## config.mk

```make
export PLATFORM = sky130hd
export DESIGN_NAME = ft_fifo_tx_writer
export DESIGN_NICKNAME = d
export VERILOG_FILES = /design/src/rtl/ft_fifo_tx_writer_pkg.sv /design/src/rtl/ft_fifo_tx_writer_sync_2ff.sv /design/src/rtl/ft_fifo_tx_writer.sv
export SDC_FILE = /design/constraint.sdc
export NUM_CORES = 1
export LEC_CHECK = 0
export BUFFER_PORTS_ARGS = -buffer_cell sky130_fd_sc_hd__buf_2
export CAP_MARGIN = 10
export CORE_ASPECT_RATIO = 1.2
export CORE_UTILIZATION = 30
export CTS_CLUSTER_SIZE = 25
export DETAILED_ROUTE_END_ITERATION = 10
export GPL_ROUTABILITY_DRIVEN = 0
export PLACE_DENSITY_LB_ADDON = 0.05
export REMOVE_ABC_BUFFERS = 1
export SLEW_MARGIN = 25
export SYNTH_ARGS = -nofsm -noshare
export SYNTH_HDL_FRONTEND = slang
export SYNTH_SLANG_ARGS = --single-unit
```

## constraint.sdc

```tcl
create_clock -name clk -period 5.7 [get_ports clk]
set_input_delay 0.57 -clock clk [delete_from_list [all_inputs] [get_ports clk]]
set_output_delay 0.57 -clock clk [all_outputs]
set_load 0.02 [all_outputs]
```

## src/rtl/ft_fifo_tx_writer_pkg.sv

```systemverilog
// Shared types and timing defaults for the USB byte-path transmit writer.
package usb_tx_pkg;

  typedef enum logic [2:0] {
    S_IDLE,
    S_REQ,
    S_LOAD,
    S_SETUP,
    S_STROBE,
    S_HOLD,
    S_RECOVER
  } tx_state_t;

  localparam int TCNT_W       = 4;
  localparam int TCNT_MAX     = (1 << TCNT_W) - 1;

  localparam int DEF_SETUP    = 2;
  localparam int DEF_PULSE    = 3;
  localparam int DEF_HOLD     = 1;
  localparam int DEF_RECOVER  = 4;

  // Phase length clamped to [min_cyc, TCNT_MAX], returned as the counter preload (length - 1).
  function automatic logic [TCNT_W-1:0] phase_load(input int unsigned cyc,
                                                   input int unsigned min_cyc);
    int unsigned c;
    c = cyc;
    if (c < min_cyc) c = min_cyc;
    if (c > TCNT_MAX) c = TCNT_MAX;
    return TCNT_W'(c - 1);
  endfunction

endpackage

```

## src/rtl/ft_fifo_tx_writer_sync_2ff.sv

```systemverilog
// Two-flop synchroniser for asynchronous active-low chip flags; resets to all ones (inactive).
module sync_2ff #(
  parameter int W = 1
) (
  input  logic         clk,
  input  logic         rst,
  input  logic [W-1:0] d,
  output logic [W-1:0] q
);

  logic [W-1:0] meta;

  // Two-stage capture of the asynchronous input.
  always_ff @(posedge clk or posedge rst) begin
    if (rst) begin
      meta <= '1;
      q    <= '1;
    end else begin
      meta <= d;
      q    <= meta;
    end
  end

endmodule

```

## src/rtl/ft_fifo_tx_writer.sv

```systemverilog
// Pops bytes from the on-chip queue and writes them to an FT245-style FIFO chip
// with programmable setup / strobe / hold / recovery timing.
module ft_fifo_tx_writer
  import usb_tx_pkg::*;
#(
  parameter int SETUP_CYC   = DEF_SETUP,
  parameter int PULSE_CYC   = DEF_PULSE,
  parameter int HOLD_CYC    = DEF_HOLD,
  parameter int RECOVER_CYC = DEF_RECOVER,
  parameter int CNT_W       = 16
) (
  input  logic             clk,
  input  logic             rst,
  input  logic             en,
  input  logic             src_empty,
  input  logic [7:0]       src_data,
  output logic             src_rd,
  input  logic             txe_n,
  output logic             wr_n,
  output logic [7:0]       d_out,
  output logic             d_oe,
  output logic             busy,
  output logic [CNT_W-1:0] sent_cnt
);

  localparam logic [TCNT_W-1:0] SETUP_LD   = phase_load(SETUP_CYC, 1);
  localparam logic [TCNT_W-1:0] PULSE_LD   = phase_load(PULSE_CYC, 1);
  localparam logic [TCNT_W-1:0] HOLD_LD    = phase_load(HOLD_CYC, 1);
  localparam logic [TCNT_W-1:0] RECOVER_LD = phase_load(RECOVER_CYC, 2);

  tx_state_t         state;
  logic [TCNT_W-1:0] tcnt;
  logic              txe_s;

  sync_2ff #(.W(1)) u_txe_sync (
    .clk (clk),
    .rst (rst),
    .d   (txe_n),
    .q   (txe_s)
  );

  // Write sequencer: state, shared phase counter and all registered pin outputs.
  always_ff @(posedge clk or posedge rst) begin
    if (rst) begin
      state    <= S_IDLE;
      tcnt     <= '0;
      src_rd   <= 1'b0;
      wr_n     <= 1'b1;
      d_out    <= '0;
      d_oe     <= 1'b0;
      busy     <= 1'b0;
      sent_cnt <= '0;
    end else begin
      src_rd <= 1'b0;
      case (state)
        S_IDLE: begin
          if (en && !src_empty && !txe_s) begin
            state  <= S_REQ;
            src_rd <= 1'b1;
            busy   <= 1'b1;
          end
        end
        S_REQ: begin
          state <= S_LOAD;
        end
        S_LOAD: begin
          d_out <= src_data;
          d_oe  <= 1'b1;
          tcnt  <= SETUP_LD;
          state <= S_SETUP;
        end
        S_SETUP: begin
          if (tcnt == '0) begin
            wr_n  <= 1'b0;
            tcnt  <= PULSE_LD;
            state <= S_STROBE;
          end else begin
            tcnt <= tcnt - TCNT_W'(1);
          end
        end
        S_STROBE: begin
          if (tcnt == '0) begin
            wr_n     <= 1'b1;
            sent_cnt <= sent_cnt + CNT_W'(1);
            tcnt     <= HOLD_LD;
            state    <= S_HOLD;
          end else begin
            tcnt <= tcnt - TCNT_W'(1);
          end
        end
        S_HOLD: begin
          if (tcnt == '0) begin
            d_oe  <= 1'b0;
            tcnt  <= RECOVER_LD;
            state <= S_RECOVER;
          end else begin
            tcnt <= tcnt - TCNT_W'(1);
          end
        end
        S_RECOVER: begin
          if (tcnt == '0) begin
            busy  <= 1'b0;
            state <= S_IDLE;
          end else begin
            tcnt <= tcnt - TCNT_W'(1);
          end
        end
        default: begin
          wr_n  <= 1'b1;
          d_oe  <= 1'b0;
          busy  <= 1'b0;
          state <= S_IDLE;
        end
      endcase
    end
  end

endmodule

```

Yosys cells after proc, flatten, opt, wreduce, memory -nomap -nowiden
Index checks and enable logic that the tools add are counted.
- register bits: 37
- output and inout bits: 28
- word-level logic and storage cells: 62
- add/subtract/negate cells: 2
- equal/unequal tests: 12
- multiplexer cells: 19
- bitwise logic cells: 3
- reduce and logical (&&, ||, !) cells: 16
- operator list (cell ; count):
    case mux 3 bit (7 select lines) ; 1
    case mux 4 bit (5 select lines) ; 1
    adder 16 x 1 -> 16 bit, second input constant ; 1
    two-way mux 4 bit ; 4
    two-way mux 3 bit ; 5
    OR reduction 5 bit ; 3
    != test 2 bit, second input constant ; 6
    equality test 3 bit, second input constant ; 3
    case mux 1 bit (3 select lines) ; 3
    equality test 3 x 2 -> 1 bit, second input constant ; 2
    AND reduction 2 bit ; 3
    AND reduction 3 bit ; 2
    two-way mux 1 bit ; 5
    AND reduction 5 bit ; 1
    nonzero test 5 bit ; 1
    logical NOT 4 bit ; 1
    subtractor 4 x 1 -> 4 bit, second input constant ; 1
    equality test 3 x 1 -> 1 bit, second input constant ; 1
    logical NOT 3 bit ; 1
    NOT 1 bit ; 3
    logical AND 1 bit ; 2
    logical NOT 1 bit ; 2

Longest topological paths before layout
- depth after elaboration: 5
- gate-level depth with buffers: 8
- depth with buffers taken out: 6

Cells and area by module
From an unflattened synthesis, not the netlist that was laid out.
- cell total of the unflattened synthesis: 168
- area, all modules: 1811.7 µm²
- by module, submodules not included (module ; instances ; cells each ; area each (µm²)):
    ft_fifo_tx_writer ; 1 ; 165 ; 1755.4
    sync_2ff ; 1 ; 3 ; 56.3

Worst setup path before layout
Ideal clock, no wire load.
- kind: reg2reg
- start: register tcnt[0]
- end: register sent_cnt[10]
- data arrival time: 2.059 ns
- required time: 5.620 ns
- path slack: 3.561 ns
- cell stages (with the launch flop): 9
- path buffers: 2
- path through: dfrtp_1 -> clkbuf_1 -> inv_1 -> ha_1 -> or3b_1 -> or4_1 -> buf_2 -> nor2b_2 -> xor2_1
- cells in the longest elaborated chain, start to end: 2
- RTL lines (item ; line ; RTL):
    start: declaration ; ft_fifo_tx_writer.sv:32 ; logic [TCNT_W-1:0] tcnt;
    start signal: assignment ; ft_fifo_tx_writer.sv:78 ; tcnt <= tcnt - TCNT_W'(1);
    start signal: assignment ; ft_fifo_tx_writer.sv:88 ; tcnt <= tcnt - TCNT_W'(1);
    start signal: assignment ; ft_fifo_tx_writer.sv:97 ; tcnt <= tcnt - TCNT_W'(1);
    logical NOT 4 bit ; ft_fifo_tx_writer.sv:82 ; if (tcnt == '0) begin
    AND reduction 2 bit (no source line) ; -- ;
    end signal: assignment ; ft_fifo_tx_writer.sv:84 ; sent_cnt <= sent_cnt + CNT_W'(1);
    end: declaration ; ft_fifo_tx_writer.sv:23 ; output logic [CNT_W-1:0] sent_cnt
Every way passes these cells.
A chain may end at the register's enable or synchronous reset.

Final worst setup path
- start: register tcnt[0]
- end: register sent_cnt[14]
Same word-level chain as after synthesis.

==> reports/metrics.cfg <==
[outcome]
status = finished clean

[worst_setup_path]
cp-start-kind = flip-flop
worstSetupPathType = reg -> reg
slowest_stage = or4_1
crit_chain = inv_1, ha_1, or3b_1, or4_1, nor2_2, xor2_1
rrSetupSlack_ns = 3.24
worstPathMaxFanout = 12
worstPathRequired_ns = 5.91
endpoint_kind = flip-flop
arrival_ns = 2.67
r2r-end = sent_cnt[14]$_DFFE_PP0P_
crit_start = tcnt[0]$_DFFE_PP0P_
slowest_delay_ns = 0.74
r2r-start = tcnt[0]$_DFFE_PP0P_
rr_worst_depth = 6
crit_path_end = sent_cnt[14]$_DFFE_PP0P_

[detailed_routing]
post-route-drc-count = 0
wirelength_microns = 3760
drt_first_pass_iters = 4
antenna_left = 0
drtIter0Drc = 52
wl_per_cell_microns = 13.0
vias = 1386
viasPerCell = 4.80

[power_and_ir_drop]
peakVddDrop_uv = 167
netSwitchingPower_uw = 419
power_frac_comb = 0.399
p_int_uw = 620
clkPwrFrac = 0.175
pwr-share-seq = 0.426
switching_share = 0.403
leakage_nw = 1.01
cellPowerDensity_nw_per_um2 = 474

[sta]
relSlewSlack = 0.347
drv_slew = 0
finalSetupViolCount = 0
finClkSkew_ns = 0.00305
rsz0062_at_grt = false
worst_slew_pin_slew_ns = 0.978
max_freq_ghz = 0.406
fin_crit_ns = 2.46
tns_ns = 0
fin_hold_ws_ns = 0.290
hold_viol_final = 0
min_period_over_period = 0.432

[die]
die_h_microns = 88.0
fp-row-count = 30
start_util = 0.319
chipWidth_microns = 73.6
core-area_sq_um = 5780
ioPinCount = 41
die_area_sq_um = 6480

[yosys]
syn_inst = 172
synth_adder_area_share = 0.0203
synth_edf_count = 0
yosys.area_share.simple = 0.196
syn-cell-area_sq_um = 1850
synth-compound-area-share = 0.117
synthXorXnorAreaFrac = 0.0759
synth_area_leaders = dfrtp_1, mux2_2, xnor2_1
synth_area_leader_cell = dfrtp_1
yosysWarnings = 0
muxShareOfSynthArea = 0.0549
synth_top_family_by_area = simple AND/OR/NAND/NOR gates
synthArstFlopShare = 1.00
synth_cell_type_count = 45
ys_seq_area_frac = 0.503
ys_ff_latch = 37
synth_ff_type = dfrtp_1
yosysMostFrequentCell = dfrtp_1
ys_top_cells_by_count = dfrtp_1, nand2_1, xnor2_1
avgSynthCellArea_sq_um = 10.7
synth_top_cell_area_share = 0.461

[clock_network]
post_cts_buffers = 0
clock-sinks = 37
cts_resized = 0
clkTransAtPathRegs_ns = 0.07
cts_hold_buf = 0
clk_latency_ns = 0.28
cts_buffer_depth = 2
root_buffer = clkbuf_8
htreeDepth = 2
cts_tree = done
numCtsBuffers = 5

[layout]
fin_nets = 225
final_layout_size_suffix_gt1_frac = 0.311
diodes = 0
fillers = 610
area_growth_pct = 18.6

[placement]
hpwl_microns = 2640
portBuffers = 40

[global_routing]
grt_max_degree = 28
grt_pass1_wl_microns = 6170
gr-total-overflow = 0
grt_pass1_vias = 1325
gr-usage-all-layers = 0.125
antenna_found_initial = 0

[job]
maxCapViolCount = 0

[hold_path]
min_path_type = in -> async

## power by group through the flow
stage,combinational [mW],clock (mW),sequential (mW)
after floorplan,0.257,0,0.482
after global placement,0.410,0,0.446
after detailed placement,0.419,0,0.450
after CTS,0.420,0.192,0.444
after global routing,0.465,0.203,0.460
final,0.414,0.182,0.443
## cell families after synthesis
kind of cell             after synthesis
AND/OR/NAND/NOR                       62
flip-flops                            37
adder cells (fa/ha/maj)                3
XOR/XNOR                              16
multiplexers                           9
buffers and inverters                 14
AO/OA/AOI/OAI                         31
## how the worst min path moves through the flow
stage                             endpoint  slack (ns)  cells past startpoint
detailed placement  u_txe_sync.q$_DFF_PP1_        0.35                      0
floorplan           u_txe_sync.q$_DFF_PP1_        0.35                      0
finish                d_out[1]$_DFFE_PP0P_        0.29                      2
CTS                   state[2]$_DFFE_PP0P_        0.30                      2
global placement    u_txe_sync.q$_DFF_PP1_        0.35                      0
global route          state[2]$_DFFE_PP0P_        0.31                      2
## layout by cell type, fill, tap and decap left out, types with 2 or more instances in the layout
cell type,n
nand2_1,19
nor2b_1,3
nand3_1,3
nand4_1,4
buf_2,40
and3b_1,2
a21oi_1,5
a31oi_1,2
o2bb2ai_1,2
nand3b_1,2
mux2_2,9
ha_1,3
xor2_1,6
xnor2_1,10
inv_1,3
dfstp_2,3
and4_1,3
dfrtp_1,34
nor2b_2,2
o221ai_1,3
nor3_1,5
nor2_1,6
nand2b_1,3
nor2_2,2
o21ai_0,9
clkbuf_8,6
## worst max-delay path: cells and delay by family (launching register included)
family                     cells  cell delay (ns)
and+or+nand+nor                3             1.46
DFF                            1             0.45
xor gates and xnor gates       1             0.15
adders and majority gates      1             0.19
buffers and inverters          1             0.13
## routing by layer
metal / global-route usage / vias to the layer above / routed length [microns]
li1: - / 689 / -
met1: 0.154 / 652 / 1660
met2: 0.207 / 39 / 1840
met3: 0.0357 / 6 / 201
met4: 0.0437 / 0 / 54
met5: 0 / - / 0
## state kept, by name (all words and copies together) (netlist names)
name             count
busy                 1
tcnt                 4
state                3
sent_cnt            16
wr_n                 1
src_rd               1
d_out                8
u_txe_sync.q         1
d_oe                 1
u_txe_sync.meta      1
## final cells by class
| cell class | count | area, sq um | area share |
|---|---|---|---|
| Multi-Input combinational cell | 121 | 856 | 0.391 |
| Timing Repair Buffer | 41 | 208 | 0.0948 |
| Clock buffer | 7 | 86.3 | 0.0394 |
| Sequential cell | 37 | 930 | 0.424 |
| Tap cell | 80 | 100 | 0.0457 |
| Inverter | 3 | 11.3 | 0.00514 |
## stage by stage
stage	util	power, mW	setup WS (ns)	cell area, sq um	cells
after floorplan	-	0.738	3.47	1800	161
after global placement	0.364	0.856	3.32	2100	282
after detailed placement	0.364	0.868	3.26	2100	282
after CTS	0.379	1.06	3.24	2190	289
after global routing	0.379	1.13	3.05	2190	289
final	0.379	1.04	3.24	2190	289
No activity file was read; power rests on OpenSTA's default activity.
